[config.mk]
export PLATFORM = sky130hd
export DESIGN_NAME = uart_frame_parser_flat
export DESIGN_NICKNAME = d
export VERILOG_FILES = /design/src/rtl/uart_frame_parser_if.sv /design/src/rtl/uart_frame_parser.sv /design/src/flat_wrapper.sv
export SDC_FILE = /design/constraint.sdc
export NUM_CORES = 1
export LEC_CHECK = 0
export CAP_MARGIN = 20
export CORE_MARGIN = 2
export CORE_UTILIZATION = 30
export CTS_CLUSTER_DIAMETER = 150
export DETAILED_ROUTE_END_ITERATION = 7
export SETUP_SLACK_MARGIN = 0.4
export SLEW_MARGIN = 20
export SYNTH_ARGS = -nofsm -noshare
export SYNTH_HDL_FRONTEND = slang
export SYNTH_SLANG_ARGS = --single-unit
[constraint.sdc]
create_clock -name i_clock -period 3.5 [get_ports i_clock]
set_input_delay 0.7 -clock i_clock [delete_from_list [all_inputs] [get_ports i_clock]]
set_output_delay 0.7 -clock i_clock [all_outputs]
set_load 0.02 [all_outputs]
[src/rtl/uart_frame_parser_if.sv]
// uart_frame_parser_if
//   Groups the byte-strobe input, the held-frame read port, the frame release
//   and the error report of uart_frame_parser.
//   slave  : parser side (consumes rx bytes, presents frame and errors)
//   master : upstream / command-logic side (drives rx bytes, read index, ack)
interface uart_frame_parser_if;
  logic       i_rx_dv;
  logic [7:0] i_rx_byte;
  logic       o_frame_valid;
  logic [7:0] o_frame_len;
  logic [7:0] i_rd_addr;
  logic [7:0] o_rd_data;
  logic       i_frame_ack;
  logic       o_err;
  logic [1:0] o_err_code;

  modport slave (
    input  i_rx_dv, i_rx_byte, i_rd_addr, i_frame_ack,
    output o_frame_valid, o_frame_len, o_rd_data, o_err, o_err_code
  );

  modport master (
    output i_rx_dv, i_rx_byte, i_rd_addr, i_frame_ack,
    input  o_frame_valid, o_frame_len, o_rd_data, o_err, o_err_code
  );
endinterface

[src/rtl/uart_frame_parser.sv]
// uart_frame_parser
//   Extracts SYNC, LEN, payload, CHK frames from the UART receive byte strobe,
//   verifies the modulo-256 sum of LEN and payload, and holds the payload for
//   random-access reads until the command logic acknowledges it.
// Ports
//   i_clock    : system clock, rising edge
//   i_reset_n  : asynchronous active-low reset
//   bus        : uart_frame_parser_if.slave (rx strobe/byte, frame valid/len,
//                read addr/data, frame ack, error pulse/code)
// Optional feature
//   UART_FRAME_TIMEOUT_EN : inter-byte timeout inside a frame (err code 3).
//
// state     | meaning
// ----------+---------------------------------------------------------
// S_IDLE    | hunting for SYNC_BYTE, other bytes discarded silently
// S_LEN     | next strobe is the payload length
// S_PAYLOAD | storing payload bytes into the buffer
// S_CHECK   | next strobe is the checksum
// S_HOLD    | checked frame held, waiting for i_frame_ack
module uart_frame_parser #(
  parameter logic [7:0] SYNC_BYTE    = 8'hA5,
  parameter int         MAX_LEN      = 16,
  parameter int         TIMEOUT_CLKS = 8680
) (
  input  logic               i_clock,
  input  logic               i_reset_n,
  uart_frame_parser_if.slave bus
);

  localparam int AW = (MAX_LEN > 1) ? $clog2(MAX_LEN) : 1;

  localparam logic [1:0] ERR_LEN     = 2'd0;
  localparam logic [1:0] ERR_CHK     = 2'd1;
  localparam logic [1:0] ERR_OVERRUN = 2'd2;
  localparam logic [1:0] ERR_TIMEOUT = 2'd3;

  if (MAX_LEN < 1 || MAX_LEN > 255) begin : g_bad_max_len
    $error("MAX_LEN must be 1..255");
  end
  if (TIMEOUT_CLKS < 1 || TIMEOUT_CLKS > 65536) begin : g_bad_timeout
    $error("TIMEOUT_CLKS must fit the 16-bit idle counter");
  end

  typedef enum logic [2:0] {
    S_IDLE, S_LEN, S_PAYLOAD, S_CHECK, S_HOLD
  } state_t;

  state_t     state_q;
  logic [7:0] len_q;
  logic [7:0] sum_q;
  logic [7:0] idx_q;
  logic       frame_valid_q;
  logic [7:0] frame_len_q;
  logic       err_q;
  logic [1:0] err_code_q;
  logic [7:0] buf_q [MAX_LEN];

  logic       dv;
  logic [7:0] rx;
  assign dv = bus.i_rx_dv;
  assign rx = bus.i_rx_byte;

`ifdef UART_FRAME_TIMEOUT_EN
  localparam logic [15:0] TO_RELOAD = 16'(TIMEOUT_CLKS - 1);
  logic [15:0] to_cnt_q;
  logic        in_frame;
  assign in_frame = (state_q == S_LEN) || (state_q == S_PAYLOAD) || (state_q == S_CHECK);
`endif

  always_ff @(posedge i_clock or negedge i_reset_n) begin
    if (!i_reset_n) begin
      state_q       <= S_IDLE;
      len_q         <= '0;
      sum_q         <= '0;
      idx_q         <= '0;
      frame_valid_q <= 1'b0;
      frame_len_q   <= '0;
      err_q         <= 1'b0;
      err_code_q    <= '0;
`ifdef UART_FRAME_TIMEOUT_EN
      to_cnt_q      <= '0;
`endif
    end else begin
      err_q <= 1'b0;
      case (state_q)
        S_IDLE: begin
          if (dv && rx == SYNC_BYTE) state_q <= S_LEN;
        end
        S_LEN: begin
          if (dv) begin
            if (rx == 8'd0 || rx > 8'(MAX_LEN)) begin
              err_q      <= 1'b1;
              err_code_q <= ERR_LEN;
              state_q    <= S_IDLE;
            end else begin
              len_q   <= rx;
              sum_q   <= rx;
              idx_q   <= '0;
              state_q <= S_PAYLOAD;
            end
          end
        end
        S_PAYLOAD: begin
          if (dv) begin
            sum_q <= sum_q + rx;
            idx_q <= idx_q + 8'd1;
            if (idx_q == len_q - 8'd1) state_q <= S_CHECK;
          end
        end
        S_CHECK: begin
          if (dv) begin
            if (rx == sum_q) begin
              frame_valid_q <= 1'b1;
              frame_len_q   <= len_q;
              state_q       <= S_HOLD;
            end else begin
              err_q      <= 1'b1;
              err_code_q <= ERR_CHK;
              state_q    <= S_IDLE;
            end
          end
        end
        S_HOLD: begin
          // Any byte arriving while a frame is held is lost; ack still releases.
          if (dv) begin
            err_q      <= 1'b1;
            err_code_q <= ERR_OVERRUN;
          end
          if (bus.i_frame_ack) begin
            frame_valid_q <= 1'b0;
            frame_len_q   <= '0;
            state_q       <= S_IDLE;
          end
        end
        default: state_q <= S_IDLE;
      endcase

`ifdef UART_FRAME_TIMEOUT_EN
      // Down-counter reloaded by every strobe; a strobe on the terminal-count
      // cycle reloads instead of timing out.
      if (dv) begin
        to_cnt_q <= TO_RELOAD;
      end else if (in_frame) begin
        if (to_cnt_q == 16'd0) begin
          err_q      <= 1'b1;
          err_code_q <= ERR_TIMEOUT;
          state_q    <= S_IDLE;
        end else begin
          to_cnt_q <= to_cnt_q - 16'd1;
        end
      end
`endif
    end
  end

  // Payload RAM: no reset; only the current frame's range is ever exposed.
  always_ff @(posedge i_clock) begin
    if (state_q == S_PAYLOAD && dv) buf_q[idx_q[AW-1:0]] <= rx;
  end

  assign bus.o_frame_valid = frame_valid_q;
  assign bus.o_frame_len   = frame_len_q;
  assign bus.o_err         = err_q;
  assign bus.o_err_code    = err_code_q;
  assign bus.o_rd_data     = (frame_valid_q && bus.i_rd_addr < frame_len_q)
                             ? buf_q[bus.i_rd_addr[AW-1:0]] : 8'h00;

endmodule

[src/flat_wrapper.sv]
// flat-port wrapper written by rule: the top's interface ports become plain ports
module uart_frame_parser_flat 
#(
  parameter logic [7:0] SYNC_BYTE    = 8'hA5,
  parameter int         MAX_LEN      = 16,
  parameter int         TIMEOUT_CLKS = 8680
)
  (i_clock, i_reset_n, bus_i_rx_dv, bus_i_rx_byte, bus_i_rd_addr, bus_i_frame_ack, bus_o_frame_valid, bus_o_frame_len, bus_o_rd_data, bus_o_err, bus_o_err_code);
  uart_frame_parser_if bus_i ();
  input  logic i_clock;
  input  logic i_reset_n;
  input wire logic [$bits(bus_i.i_rx_dv)-1:0] bus_i_rx_dv;
  input wire logic [$bits(bus_i.i_rx_byte)-1:0] bus_i_rx_byte;
  input wire logic [$bits(bus_i.i_rd_addr)-1:0] bus_i_rd_addr;
  input wire logic [$bits(bus_i.i_frame_ack)-1:0] bus_i_frame_ack;
  output wire logic [$bits(bus_i.o_frame_valid)-1:0] bus_o_frame_valid;
  output wire logic [$bits(bus_i.o_frame_len)-1:0] bus_o_frame_len;
  output wire logic [$bits(bus_i.o_rd_data)-1:0] bus_o_rd_data;
  output wire logic [$bits(bus_i.o_err)-1:0] bus_o_err;
  output wire logic [$bits(bus_i.o_err_code)-1:0] bus_o_err_code;
  assign bus_i.i_rx_dv = bus_i_rx_dv;
  assign bus_i.i_rx_byte = bus_i_rx_byte;
  assign bus_i.i_rd_addr = bus_i_rd_addr;
  assign bus_i.i_frame_ack = bus_i_frame_ack;
  assign bus_o_frame_valid = bus_i.o_frame_valid;
  assign bus_o_frame_len = bus_i.o_frame_len;
  assign bus_o_rd_data = bus_i.o_rd_data;
  assign bus_o_err = bus_i.o_err;
  assign bus_o_err_code = bus_i.o_err_code;
  uart_frame_parser #(.SYNC_BYTE(SYNC_BYTE), .MAX_LEN(MAX_LEN), .TIMEOUT_CLKS(TIMEOUT_CLKS)) u_core (.i_clock(i_clock), .i_reset_n(i_reset_n), .bus(bus_i));
endmodule
Yosys cells after proc, flatten, opt, wreduce, memory -nomap -nowiden
Memories as Yosys holds them, arrays and structs flattened.
Index checks and enable logic that the tools add are counted.
{"block": "word_totals", "ff_bits": 39, "mem_bits_rw": 128, "inputBits": 20, "out_inout_bits": 20, "elab_cells": 87, "n_memories": 1}
{"block": "classes", "add_sub_neg": 3, "order_cmp": 2, "eq_ne": 18, "n_mux": 40, "bitwise_logic": 1, "n_reduce_logical": 14}
{"memory": "u_core.buf_q", "depth": 16, "width": 8, "rd": 1, "rd_clocked_by_memory_dff": 0, "wr": 1, "line_no": "uart_frame_parser.sv:56", "source": "logic [7:0] buf_q [MAX_LEN];"}
{"op": "8-bit two-way mux", "n": 10}
{"op": "8-bit case mux with 2 select lines", "n": 3}
{"op": "3-bit two-way mux", "n": 7}
{"op": "8-bit == test", "n": 2}
{"op": "3-bit case mux with 5 select lines", "n": 1}
{"op": "2-bit != test, second input constant", "n": 7}
{"op": "2-bit two-way mux", "n": 6}
{"op": "6-bit AND reduction", "n": 2}
{"op": "1-bit two-way mux", "n": 10}
{"op": "8-bit by 1-bit adder with 8-bit output, second input constant", "n": 1}
{"op": "8-bit adder", "n": 1}
{"op": "8-bit == test, second input constant", "n": 1}
{"op": "8-bit by 5-bit > comparator with 1-bit output, second input constant", "n": 1}
{"op": "8-bit logical NOT", "n": 1}
{"op": "8-bit < comparator", "n": 1}
{"op": "2-bit by 1-bit != test with 1-bit output, second input constant", "n": 4}
{"op": "4-bit AND reduction", "n": 2}
{"op": "8-bit by 1-bit subtractor with 8-bit output, second input constant", "n": 1}
{"op": "3-bit by 2-bit == test with 1-bit output, second input constant", "n": 2}
{"op": "2-bit case mux with 3 select lines", "n": 1}
{"op": "2-bit nonzero test", "n": 2}
{"op": "3-bit by 1-bit == test with 1-bit output, second input constant", "n": 1}
{"op": "3-bit == test, second input constant", "n": 1}
{"op": "1-bit logical AND", "n": 3}
{"op": "other kinds (7)", "n": 7}

Longest topological paths before layout
Gate-level depths: netlist (run 1).
{"block": "depth", "ltp_word": 5, "ltp_mapped": 9, "depth_no_buf": 9}

Worst setup path before layout (run 1)
No wires, ideal clock.
{"block": "synth_path", "path_type": "input to output", "startpoint": "in bus_i_rd_addr[0]", "endpoint": "out bus_o_rd_data[0]", "arrival_ns": 2.406, "required_ns": 2.800, "path_slack_ns": 0.394, "cell_stages": 5, "n_path_buf": 2, "cell_sequence": "clkbuf_1 -> buf_2 -> mux4_2 -> mux4_2 -> nor2b_1"}
{"block": "synth_via", "elab_chain_len": 3, "elab_cells_between_ends": 4, "classes_between": "order compare (1); mux (1); reduce/logical (1); memory (1)"}
{"element": "from (decl)", "line_no": "flat_wrapper.sv:14", "source": "input wire logic [$bits(bus_i.i_rd_addr)-1:0] bus_i_rd_addr;"}
{"element": "8-bit < comparator", "line_no": "uart_frame_parser.sv:165", "source": "assign bus.o_rd_data = (frame_valid_q && bus.i_rd_addr < frame_len_q)"}
{"element": "1-bit logical AND", "line_no": "uart_frame_parser.sv:165"}
{"element": "8-bit two-way mux (*)", "line_no": "uart_frame_parser.sv:166", "source": "? buf_q[bus.i_rd_addr[AW-1:0]] : 8'h00;"}
{"element": "to (decl)", "line_no": "flat_wrapper.sv:18", "source": "output wire logic [$bits(bus_i.o_rd_data)-1:0] bus_o_rd_data;"}
Mark *: on every way between the ends. The rest lies on a longest branch, timed or not.

Worst setup path after layout (run 1)
Same ends and word-level chain as after synthesis.

==> parameters.txt, run 1 <==
Parameter                              Value

Logic synthesis
  Synthesis warning total ... 0
  Total of flip-flops plus latches after synthesis ... 167
  Top_reg_cell synth ... edfxtp_1
  Number of standard cells after synthesis ... 490
  Post-synthesis async set-or-reset flop share ... 23.35%
  Count of cell types in the netlist ... 49
  Post-synthesis average cell area ... 15.14 sq um
  Post-synthesis instance area ... 7418 sq um
  Count of flip-flops with a built-in enable after synthesis ... 128
  Sequential fraction of the synthesis area ... 64.97%
  Mapped Nets ... 530

Min path
  Type of the most critical hold path ... input port to async pin

STA
  Slew HR ... 38.99%
  Hold violation total from the final report ... 0
  Final critical-path required period ... roughly 3.0 ns
  Part of the cycle the worst path needs ... 86.77%
  Final Skew ... 0.007896 ns
  Final max-slew violation count ... 0
  Final setup slack of the worst path ... 0.4630 ns
  Peak clock frequency supported by timing ... 0.3293 GHz
  Number of failing setup endpoints in the final timing report ... 0
  Final total negative setup slack ... 0 ns
  Setup repair after global routing missed its margin ... false
  Transition time at the pin with the least slew margin ... 0.9152 ns

Drt
  Post-route DRC violation count ... 0
  First DRT Iteration DRCs ... between 300 and 400
  Via Count ... between 4,000 and 5,000
  Average wire per standard cell ... ~19 microns
  Count of TritonRoute iterations in the first routing pass ... 4
  Detail-routed via count per cell ... ~5
  Post-Route WL ... 17,370 microns
  Post-detailed-route count of antenna-violating nets ... 0

Worst setup path
  Depth of the worst register-to-register path ... 7
  Most frequent cell on the critical path ... mux4_2
  Capture instance of the worst register-to-register path ... u_core.bus.o_err_code[0]
  CP max stage cell ... mux4_2
  Critical path peak fanout ... 11
  Flop-to-flop setup slack ... 1.10 ns
  Sort of element at the end of the critical path ... output pin
  Crit path kind ... input port to output pin
  Data required time at the worst endpoint ... 2.80 ns
  Reg-to-reg startpoint ... u_core.sum_q[0]
  Ordered cell list for the critical path ... buf_6 > buf_12 > mux4_2 > mux4_2 > nor2b_1 > buf_2
  Largest stage delay, worst path ... between 0.5 and 0.6 ns
  Startpoint Class ... input port
  Worst Path Arrival ... 2.34 ns

Layout
  Fill cell total of the finished layout ... 2,267
  Post-layout nets ... 617
  Fraction of final layout cells with drive strength greater than 1 ... 24.41%
  Area growth from synthesis to layout ... 24.25%
  Diode count ... 0

Die
  Die extent in x ... 161.3 microns
  I/O pin count ... 40
  CORE AREA ... ~24,000 sq um
  Full die area ... 26,000 sq um
  Height of the chip ... 161.3 microns
  Starting utilization of the core area ... a little under a third
  Site Rows ... 57

Placement
  Final HPWL DP ... between 10,000 and 15,000 microns
  Worst setup slack after placement ... -0.2407 ns
  GPL Wtd Cong ... 0.8226
  Buffers on Ports ... 39

Global routing
  Pin count of the biggest net entering global routing ... 40
  Residual overflow from global routing ... 0
  Wire length of the first global-routing pass ... 26,940 microns
  Antenna violations before repair ... 0
  Total global-route track usage ... around 14%
  Via count of the first global-routing pass ... approximately 4,600

CTS
  Clk buf depth ... 2
  H-tree levels ... 4
  Hold buffers post-CTS ... 0
  Sink count of the clock tree ... ~170
  Cell at the root of the clock tree ... clkbuf_16
  Clock-pin slew reported for the worst setup and hold paths after clock tree synthesis ... 0.06 ns
  Later-pin clock latency in the skew report ... ~0.42 ns
  Number of clock buffers inserted by TritonCTS ... 17
  CTS tree ... yes

Power and ir drop
  Power per unit of standard cell area ... 578.7 nW/um^2
  Peak VDD IR ... 322.7 uV
  LEAKAGE ... 3.288 nW
  Design Power ... 5.335 mW

Flow run
  Number of violations of the max-capacitance limit ... 0

Status
  Status ... complete, no violations
worst max-delay path, delay by kind of cell:
family | cells | cell delay, ns
mux | 2 | 1.01
simple gates | 1 | 0.14
buf+inv | 3 | 0.47
timing repair:
item                       4_1_cts  5_1_grt
pin swaps                        0        1
gates resized for setup         35       11
setup endpoints to repair        8       18
cloned                           2        1
setup buffers                    0        4
how the worst max path moves through the flow:
stage                     start                to  depth (start not counted)
6_report       bus_i_rd_addr[0]  bus_o_rd_data[0]                          6
5_1_grt        bus_i_rd_addr[0]  bus_o_rd_data[1]                          6
4_1_cts        bus_i_rd_addr[1]  bus_o_rd_data[4]                          7
3_5_place_dp   bus_i_rd_addr[1]  bus_o_rd_data[1]                          7
3_3_place_gp   bus_i_rd_addr[1]  bus_o_rd_data[1]                          9
2_1_floorplan  bus_i_rd_addr[0]  bus_o_rd_data[0]                          5
cells in the mapped netlist, drive strengths merged (4+ instances only):
| master | count | area, sq um |
|---|---|---|
| a21oi | 6 | 30.03 |
| and2 | 6 | 37.54 |
| buf | 6 | 37.53 |
| clkbuf | 16 | 60.06 |
| dfrtp | 39 | 975.9 |
| edfxtp | 128 | 3844 |
| ha | 19 | 237.7 |
| inv | 20 | 75.07 |
| mux2 | 5 | 56.30 |
| mux4 | 40 | 900.9 |
| nand2 | 45 | 168.9 |
| nand2b | 4 | 25.02 |
| nand3 | 9 | 45.04 |
| nor2 | 32 | 120.1 |
| nor2b | 11 | 68.82 |
| nor3 | 12 | 60.06 |
| o21ai | 24 | 120.1 |
| o22ai | 8 | 50.05 |
| o31ai | 6 | 45.04 |
| xnor2 | 12 | 105.1 |
| xor2 | 4 | 35.03 |
layout make-up:
class                      instances  area [sq um]  share of cell area [%]
timing repair buffer              90         865.8                   9.393
tap                              324         405.4                   4.398
clock buffer                      18         429.2                   4.656
multi-input combinational        281          2446                   26.54
sequential                       167          4820                   52.29
clock inverter                    14         176.4                   1.914
inverter                          20         75.07                  0.8144
cells by family after synthesis:
group | count (synthesis) | share of synthesized area [%]
xor gates and xnor gates | 16 | 1.889
DFF | 167 | 64.97
AOI/OAI and AO/OA | 67 | 6.055
and+or+nand+nor | 133 | 8.383
buffers and inverters | 42 | 2.327
adders and majority gates | 20 | 3.474
muxes | 45 | 12.90
through the flow:
stage | utilization (%) | hold WS, ns | std cells | cell area (sq um)
4_1_cts | 37.58 | 0.4317 | 909 | 9140
6_report | 37.90 | 0.4177 | 914 | 9218
5_1_grt | 37.90 | 0.4691 | 914 | 9218
3_3_place_gp | 34.95 | 0.4812 | 875 | 8499
3_5_place_dp | 34.95 | 0.4813 | 875 | 8499
2_1_floorplan | - | 0.4044 | 490 | 7426
flip-flops by register name (all words and copies together), names as in the netlist:
| signal | count |
|---|---|
| u_core.state_q | 3 |
| u_core.idx_q | 8 |
| u_core.buf_q | 128 |
| u_core.bus.o_err | 1 |
| u_core.bus.o_err_code | 2 |
| u_core.bus.o_frame_valid | 1 |
| u_core.sum_q | 8 |
| u_core.bus.o_frame_len | 8 |
| u_core.len_q | 8 |
cell usage in the layout (no fill, tap or decap), drive strengths merged, types with 4 or more instances in the layout:
cell type      count
edfxtp           128
a21oi              6
nand2b             4
mux2               5
nand2             45
and2               6
ha                19
xnor2             12
dfrtp             39
xor2               4
nand3              9
nor2b             11
o22ai              8
buf               58
o21ai             24
clkdlybuf4s50     26
mux4              40
o31ai              6
clkinv             8
nor3              12
nor2              32
clkbuf            20
inv               21
layer usage:
layer / share of wire, % / up-vias / global-route usage [%]
met1: 42 / 2290 / 17.46
met2: 52 / 93 / 24.42
li1: - / 2063 / -
met4: 1.8 / 0 / 4.343
met5: 0 / - / 0
met3: 4.3 / 20 / 2.594
report_power, final:
group | total, mW | internal [mW] | switching [mW] | leakage (nW)
logic | 1.03 | 0.472 | 0.562 | 1.33
clock network | 1.89 | 1.13 | 0.764 | 0.290
registers | 2.41 | 2.26 | 0.153 | 1.67
total | 5.33 | 3.86 | 1.48 | 3.29
No activity file was read; power rests on OpenSTA's default activity.
==> inputs of run 2 (changes only) <==
Settings changed: CORE_MARGIN 2 to default.
==> run 2 against run 1 <==
Wire length is 1.9% lower. Clock power is 6% lower. Critical path type unchanged. Cell area decreased by 0.68%. Core utilization decreased by 0.26 points. Highest routed layer unchanged. First-iteration DRC count increased by 22%. Critical path depth increased by 1. Die area decreased by 2.5%. Combinational power barely moved.
==> parameters.txt, run 2 (same netlist as run 1, synthesis figures left out) <==
Parameter                              Value

Layout
  Most common cell after layout, fill and taps aside ... edfxtp_1 (unchanged)
  Diode count ... 0 (unchanged)
  Number of flip-flops under the largest register name ... 128 (unchanged)
  Post-layout nets ... 615 (was 617)
  Fraction of final layout cells with drive strength greater than 1 ... 23.68% (was 24.41%)
  Area growth from synthesis to layout ... 23.41% (was 24.25%)
  Area of all placed cells without fillers ... 9155 sq um (was 9218 sq um)
  Commonest cells after routing, fill and taps aside ... 128 x edfxtp_1, 45 x nand2_1, 43 x buf_4 (was 128 x edfxtp_1, 45 x nand2_1, 42 x buf_4)

Global routing
  Via count of the first global-routing pass ... 4,627 (was 4,618)
  Residual overflow from global routing ... 0 (unchanged)
  Total global-route track usage ... 13.92% (was 13.91%)
  Antenna violations before repair ... 0 (unchanged)
  Pin count of the biggest net entering global routing ... 40 (unchanged)
  Wire length of the first global-routing pass ... 26,700 microns (was 26,940 microns)

Drt
  Detail-routed via count per cell ... 4.976 (was 4.886)
  Count of TritonRoute iterations in the first routing pass ... 5 (was 4)
  Average wire per standard cell ... 18.71 microns (was 19.00 microns)
  Via Count ... 4,533 (was 4,466)
  Post-detailed-route count of antenna-violating nets ... 0 (unchanged)
  First DRT Iteration DRCs ... 366 (was 301)
  Post-Route WL ... 17,040 microns (was 17,370 microns)
  Post-route DRC violation count ... 0 (unchanged)

STA
  Peak clock frequency supported by timing ... 0.3302 GHz (was 0.3293 GHz)
  Final critical-path required period ... 3.028 ns (was 3.037 ns)
  Slew HR ... 38.74% (was 38.99%)
  Final Skew ... 0.01206 ns (was 0.007896 ns)
  Final setup slack of the worst path ... 0.4718 ns (was 0.4630 ns)
  Hold violation total from the final report ... 0 (unchanged)
  Transition time at the pin with the least slew margin ... 0.9189 ns (was 0.9152 ns)
  Final max-slew violation count ... 0 (unchanged)
  Number of failing setup endpoints in the final timing report ... 0 (unchanged)
  Setup repair after global routing missed its margin ... false (unchanged)
  Part of the cycle the worst path needs ... 86.52% (was 86.77%)

Power and ir drop
  Clock network fraction of total power ... 34.1% (was 35.5%)
  Switching power ... 1.442 mW (was 1.479 mW)
  Part of the total power dissipated in combinational logic ... 19.6% (was 19.4%)
  Switching power share of the total ... 27.69% (was 27.72%)
  Peak VDD IR ... 343.2 uV (was 322.7 uV)
  Power per unit of standard cell area ... 568.8 nW/um^2 (was 578.7 nW/um^2)
  Sequential cell fraction of total power ... 46.4% (was 45.2%)
  LEAKAGE ... 3.237 nW (was 3.288 nW)
  Internal power contribution ... 3.766 mW (was 3.856 mW)

Worst setup path
  Sort of element at the end of the critical path ... output pin (unchanged)
  Worst Path Arrival ... 2.33 ns (was 2.34 ns)
  Startpoint Class ... input port (unchanged)
  Data required time at the worst endpoint ... 2.80 ns (about the same)
  Depth of the worst register-to-register path ... 7 (unchanged)
  Critical path peak fanout ... 8 (was 11)
  Crit path kind ... input port to output pin (unchanged)

CTS
  H-tree levels ... 4 (unchanged)
  Cell at the root of the clock tree ... clkbuf_16 (unchanged)
  CTS tree ... yes (unchanged)
  Sink count of the clock tree ... 167 (unchanged)
  Clk buf depth ... 2 (unchanged)
  Later-pin clock latency in the skew report ... 0.41 ns (was 0.42 ns)
  Clock-pin slew reported for the worst setup and hold paths after clock tree synthesis ... 0.07 ns (was 0.06 ns)
  Number of clock buffers inserted by TritonCTS ... 17 (unchanged)

Placement
  Cell area after placement ... 8507 sq um (was 8499 sq um)
  GPL Wtd Cong ... 0.8358 (was 0.8226)
  Buffers on Ports ... 39 (unchanged)
  Final HPWL DP ... 12,010 microns (was 12,080 microns)
  Worst setup slack after placement ... -0.2529 ns (was -0.2407 ns)

Die
  Height of the chip ... 159.3 microns (was 161.3 microns)
  I/O pin count ... 40 (unchanged)
  Die extent in x ... 159.3 microns (was 161.3 microns)
  Site Rows ... 57 (unchanged)
  CORE AREA ... 24,320 sq um (unchanged)
  Starting utilization of the core area ... 30.50% (unchanged)
  Full die area ... 25,360 sq um (was 26,000 sq um)

Flow run
  Number of violations of the max-capacitance limit ... 0 (unchanged)

Status
  Status ... complete, no violations (unchanged)

Min path
  Type of the most critical hold path ... input port to async pin (unchanged)
## run 2: power by group through the flow
| stage | Sequential [mW] | Clock (mW) | Combinational, mW |
|---|---|---|---|
| finish | 2.42 | 1.77 | 1.02 |
| global route | 2.43 | 1.89 | 1.13 |
| CTS | 2.41 | 1.81 | 1.01 |
| detailed placement | 2.45 | 0 | 0.998 |
| global placement | 2.44 | 0 | 0.964 |
| floorplan | 2.38 | 0 | 0.776 |
## run 2: timing repair
| item | CTS | global route |
|---|---|---|
| hold buffers | 0 | 0 |
| gates cloned | 1 | 1 |
| endpoints found under the setup margin | 8 | 18 |
| setup buffers | 1 | 1 |
| gates resized for setup | 41 | 10 |
## run 2: path summary, 6_finish.rpt
path	start	endpoint	slack [ns]
min in group i_clock	u_core.idx_q[7]	u_core.idx_q[7]	0.51
min reg2reg	u_core.idx_q[7]	u_core.idx_q[7]	0.51
max	bus_i_rd_addr[3]	bus_o_rd_data[5]	0.47
min	i_reset_n	u_core.bus.o_frame_len[5]	0.42
max reg2reg	u_core.sum_q[0]	u_core.bus.o_err_code[0]	1.06
max in group asynchronous	i_reset_n	u_core.idx_q[0]	2.50
## run 2: stage by stage
stage          hold WS, ns  total power [mW]  setup TNS, ns  cells  util (%)
3_5_place_dp        0.5008             3.448         -1.811    876     34.98
5_1_grt             0.4747             5.450              0    911     37.64
6_report            0.4168             5.208              0    911     37.64
4_1_cts             0.4306             5.233              0    909     37.44
3_3_place_gp        0.4799             3.406         -1.827    876     34.98
2_1_floorplan       0.4044             3.158              0    490         -
## run 2: critical path, stage by stage
cell	delay [ns]
clkdlybuf4s50_1	0.56
ha_1	0.27
a211oi_2	0.21
o31ai_2	0.11
buf_12	0.16
nor2b_1	0.14
buf_4	0.16
## run 2: routing by layer
layer  GRT usage (%)  wire (microns)
met1           17.11            7011
met2           24.84            9071
met3           2.501             778
met4           4.240             182
met5               0               0
## run 2: layout make-up
type                       count  area (sq um)
clock buffer                  19         432.9
clock inverter                12         130.1
fill                        2239         15160
inverter                      20         75.07
multi-input combinational    281          2454
sequential                   167          4820
tap                          324         405.4
timing repair buffer          88         838.3
==> inputs of run 3 (changes only) <==
--- a/config.mk
+++ b/config.mk
@@ -6,8 +6,10 @@
 export NUM_CORES = 1
 export LEC_CHECK = 0
+export ABC_CLOCK_PERIOD_IN_PS = 3500
 export CAP_MARGIN = 20
 export CORE_UTILIZATION = 30
 export CTS_CLUSTER_DIAMETER = 150
 export DETAILED_ROUTE_END_ITERATION = 7
+export REMOVE_ABC_BUFFERS = 1
 export SETUP_SLACK_MARGIN = 0.4
 export SLEW_MARGIN = 20
==> constraint.sdc (replaced) <==
create_clock -name i_clock -period 3.5 [get_ports i_clock]
set_input_delay 0.525 -clock i_clock [delete_from_list [all_inputs] [get_ports i_clock]]
set_output_delay 0.525 -clock i_clock [all_outputs]
set_load 0.02 [all_outputs]
==> run 3 against run 2 <==
Register-to-register slack worse by 0.18 ns. Via count grew 0.40%. Hold slack got worse by 0.19 ns. Combinational power is essentially flat.
==> parameters.txt, run 3 (same netlist as run 1, synthesis figures left out) <==
Parameter                              Value

Status
  Status ... complete, no violations (unchanged)

Worst setup path
  Reg-to-reg startpoint ... u_core.sum_q[5] (was u_core.sum_q[0])
  Depth of the worst register-to-register path ... 7 (unchanged)
  Sort of element at the end of the critical path ... output pin (unchanged)
  Critical path peak fanout ... 16 (was 8)
  Flop-to-flop setup slack ... 0.88 ns (was 1.06 ns)
  Largest stage delay, worst path ... 0.51 ns (was 0.56 ns)
  Ordered cell list for the critical path ... clkdlybuf4s50_1 > buf_4 > mux4_2 > mux4_2 > nor2b_1 > buf_4 (was clkdlybuf4s50_1 > ha_1 > a211oi_2 > o31ai_2 > buf_12 > nor2b_1 > buf_4)
  Data required time at the worst endpoint ... 2.97 ns (was 2.80 ns)
  Crit path kind ... input port to output pin (unchanged)
  Startpoint Class ... input port (unchanged)
  Capture instance of the worst register-to-register path ... u_core.bus.o_err_code[0] (unchanged)
  CP max stage cell ... clkdlybuf4s50_1 (unchanged)
  Worst Path Arrival ... 2.49 ns (was 2.33 ns)

Drt
  Average wire per standard cell ... 20.26 microns (was 18.71 microns)
  Count of TritonRoute iterations in the first routing pass ... 5 (unchanged)
  Post-detailed-route count of antenna-violating nets ... 0 (unchanged)
  Via Count ... 4,551 (was 4,533)
  Post-route DRC violation count ... 0 (unchanged)
  First DRT Iteration DRCs ... 298 (was 366)
  Post-Route WL ... 18,380 microns (was 17,040 microns)
  Detail-routed via count per cell ... 5.018 (was 4.976)

STA
  Hold violation total from the final report ... 0 (unchanged)
  Final critical-path required period ... 3.018 ns (was 3.028 ns)
  Part of the cycle the worst path needs ... 86.22% (was 86.52%)
  Transition time at the pin with the least slew margin ... 0.9026 ns (was 0.9189 ns)
  Final setup slack of the worst path ... 0.4822 ns (was 0.4718 ns)
  Final max-slew violation count ... 0 (unchanged)
  Setup repair after global routing missed its margin ... true (was false)
  Peak clock frequency supported by timing ... 0.3314 GHz (was 0.3302 GHz)
  Number of failing setup endpoints in the final timing report ... 0 (unchanged)
  Slew HR ... 39.83% (was 38.74%)
  Final Skew ... 0.01144 ns (was 0.01206 ns)
  Final total negative setup slack ... 0 ns (unchanged)

Power and ir drop
  Design Power ... 5.431 mW (was 5.208 mW)
  Peak VDD IR ... 405.3 uV (was 343.2 uV)
  Power per unit of standard cell area ... 598.5 nW/um^2 (was 568.8 nW/um^2)
  LEAKAGE ... 3.201 nW (was 3.237 nW)

CTS
  Later-pin clock latency in the skew report ... 0.43 ns (was 0.41 ns)
  H-tree levels ... 4 (unchanged)
  Sink count of the clock tree ... 167 (unchanged)
  Clk buf depth ... 2 (unchanged)
  Clock-pin slew reported for the worst setup and hold paths after clock tree synthesis ... 0.06 ns (was 0.07 ns)
  CTS tree ... yes (unchanged)
  Cell at the root of the clock tree ... clkbuf_16 (unchanged)
  Number of clock buffers inserted by TritonCTS ... 17 (unchanged)

Layout
  Commonest cells after routing, fill and taps aside ... 128 x edfxtp_1, 46 x buf_4, 45 x nand2_1 (was 128 x edfxtp_1, 45 x nand2_1, 43 x buf_4)
  Area of all placed cells without fillers ... 9075 sq um (was 9155 sq um)
  Final non-filler cell total ... 907 (was 911)
  Number of flip-flops under the largest register name ... 128 (unchanged)
  Fraction of final layout cells with drive strength greater than 1 ... 22.81% (was 23.68%)
  Post-layout nets ... 611 (was 615)
  Fill cell total of the finished layout ... 2,245 (was 2,239)
  Area growth from synthesis to layout ... 22.33% (was 23.41%)
  Most common cell after layout, fill and taps aside ... edfxtp_1 (unchanged)
  Diode count ... 0 (unchanged)

Global routing
  Wire length of the first global-routing pass ... 29,040 microns (was 26,700 microns)
  Pin count of the biggest net entering global routing ... 40 (unchanged)
  Residual overflow from global routing ... 0 (unchanged)
  Via count of the first global-routing pass ... 4,869 (was 4,627)
  Total global-route track usage ... 15.48% (was 13.92%)
  Antenna violations before repair ... 0 (unchanged)

Die
  Starting utilization of the core area ... 30.50% (unchanged)
  I/O pin count ... 40 (unchanged)
  Full die area ... 25,360 sq um (unchanged)
  Height of the chip ... 159.3 microns (unchanged)
  Die extent in x ... 159.3 microns (unchanged)
  CORE AREA ... 24,320 sq um (unchanged)
  Site Rows ... 57 (unchanged)

Placement
  Cell area after placement ... 8449 sq um (was 8507 sq um)
  Worst setup slack after placement ... -0.1031 ns (was -0.2529 ns)
  GPL Wtd Cong ... 0.8295 (was 0.8358)
  Buffers on Ports ... 39 (unchanged)
  Final HPWL DP ... 12,940 microns (was 12,010 microns)
  Placed instance count ... 875 (was 876)

Min path
  Type of the most critical hold path ... input port to async pin (unchanged)

Flow run
  Number of violations of the max-capacitance limit ... 0 (unchanged)
==> run 3: cell types whose count changed in the layout (fill, tap and decap cells not counted), moves of 2 or more <==
cell             delta
buf_12              -5
buf_2               +2
buf_6               -3
buf_4               +3
clkdlybuf4s50_1     +2
bufinv_16           +3
clkinv_2            -2
==> run 3: worst max path at each step <==
stage,from,to,cells past startpoint
after floorplan,u_core.bus.o_frame_len[1],bus_o_rd_data[0],7
after global placement,bus_i_rd_addr[6],bus_o_rd_data[4],8
after detailed placement,bus_i_rd_addr[6],bus_o_rd_data[4],8
after CTS,bus_i_rd_addr[1],bus_o_rd_data[7],6
after global routing,bus_i_rx_byte[5],u_core.bus.o_frame_len[3],8
final,bus_i_rd_addr[1],bus_o_rd_data[4],6
==> run 3: power breakdown <==
group / switching (mW) / leakage (nW) / total, mW / internal [mW]
Sequential: 0.156 / 1.67 / 2.41 / 2.26
Combinational: 0.560 / 1.23 / 1.00 / 0.441
Clock: 0.759 / 0.303 / 2.02 / 1.26
Total: 1.48 / 3.20 / 5.43 / 3.96
==> run 3: per-layer routing <==
metal	GRT usage, %	vias up	wire length [microns]
li1	-	2041	-
met1	19.18	2364	7684
met2	26.50	131	9492
met3	3.751	15	913
met4	5.114	0	289
met5	0	-	0
==> run 3: critical path, delay by kind of cell <==
family                 cells  cell delay [ns]
buffers and inverters      3             0.95
and+or+nand+nor            1             0.16
muxes                      2             0.85
==> run 3: layout make-up <==
cell class | count | area [sq um] | area share (%)
multi-input cells | 281 | 2446 | 26.95
clock buffers | 18 | 429.2 | 4.729
clock inverters | 13 | 203.9 | 2.247
repair buffers | 84 | 695.7 | 7.666
flip-flops and latches | 167 | 4820 | 53.11
well taps | 324 | 405.4 | 4.467
inverters | 20 | 75.07 | 0.8272
==> run 3: repair_timing <==
action / in CTS / in global routing
endpoints found under the setup margin: 8 / 17
setup buffers: 1 / 0
hold buffers: 0 / 0
pin swaps: 0 / 1
gates resized for setup: 27 / 10
==> run 3: metrics by stage <==
| step | hold slack (ns) | utilization [%] |
|---|---|---|
| final | 0.2238 | 37.32 |
| after global routing | 0.2920 | 37.32 |
| after CTS | 0.2499 | 37.41 |
| after detailed placement | 0.4863 | 34.74 |
| after global placement | 0.4840 | 34.74 |
| after floorplan | 0.2294 | - |
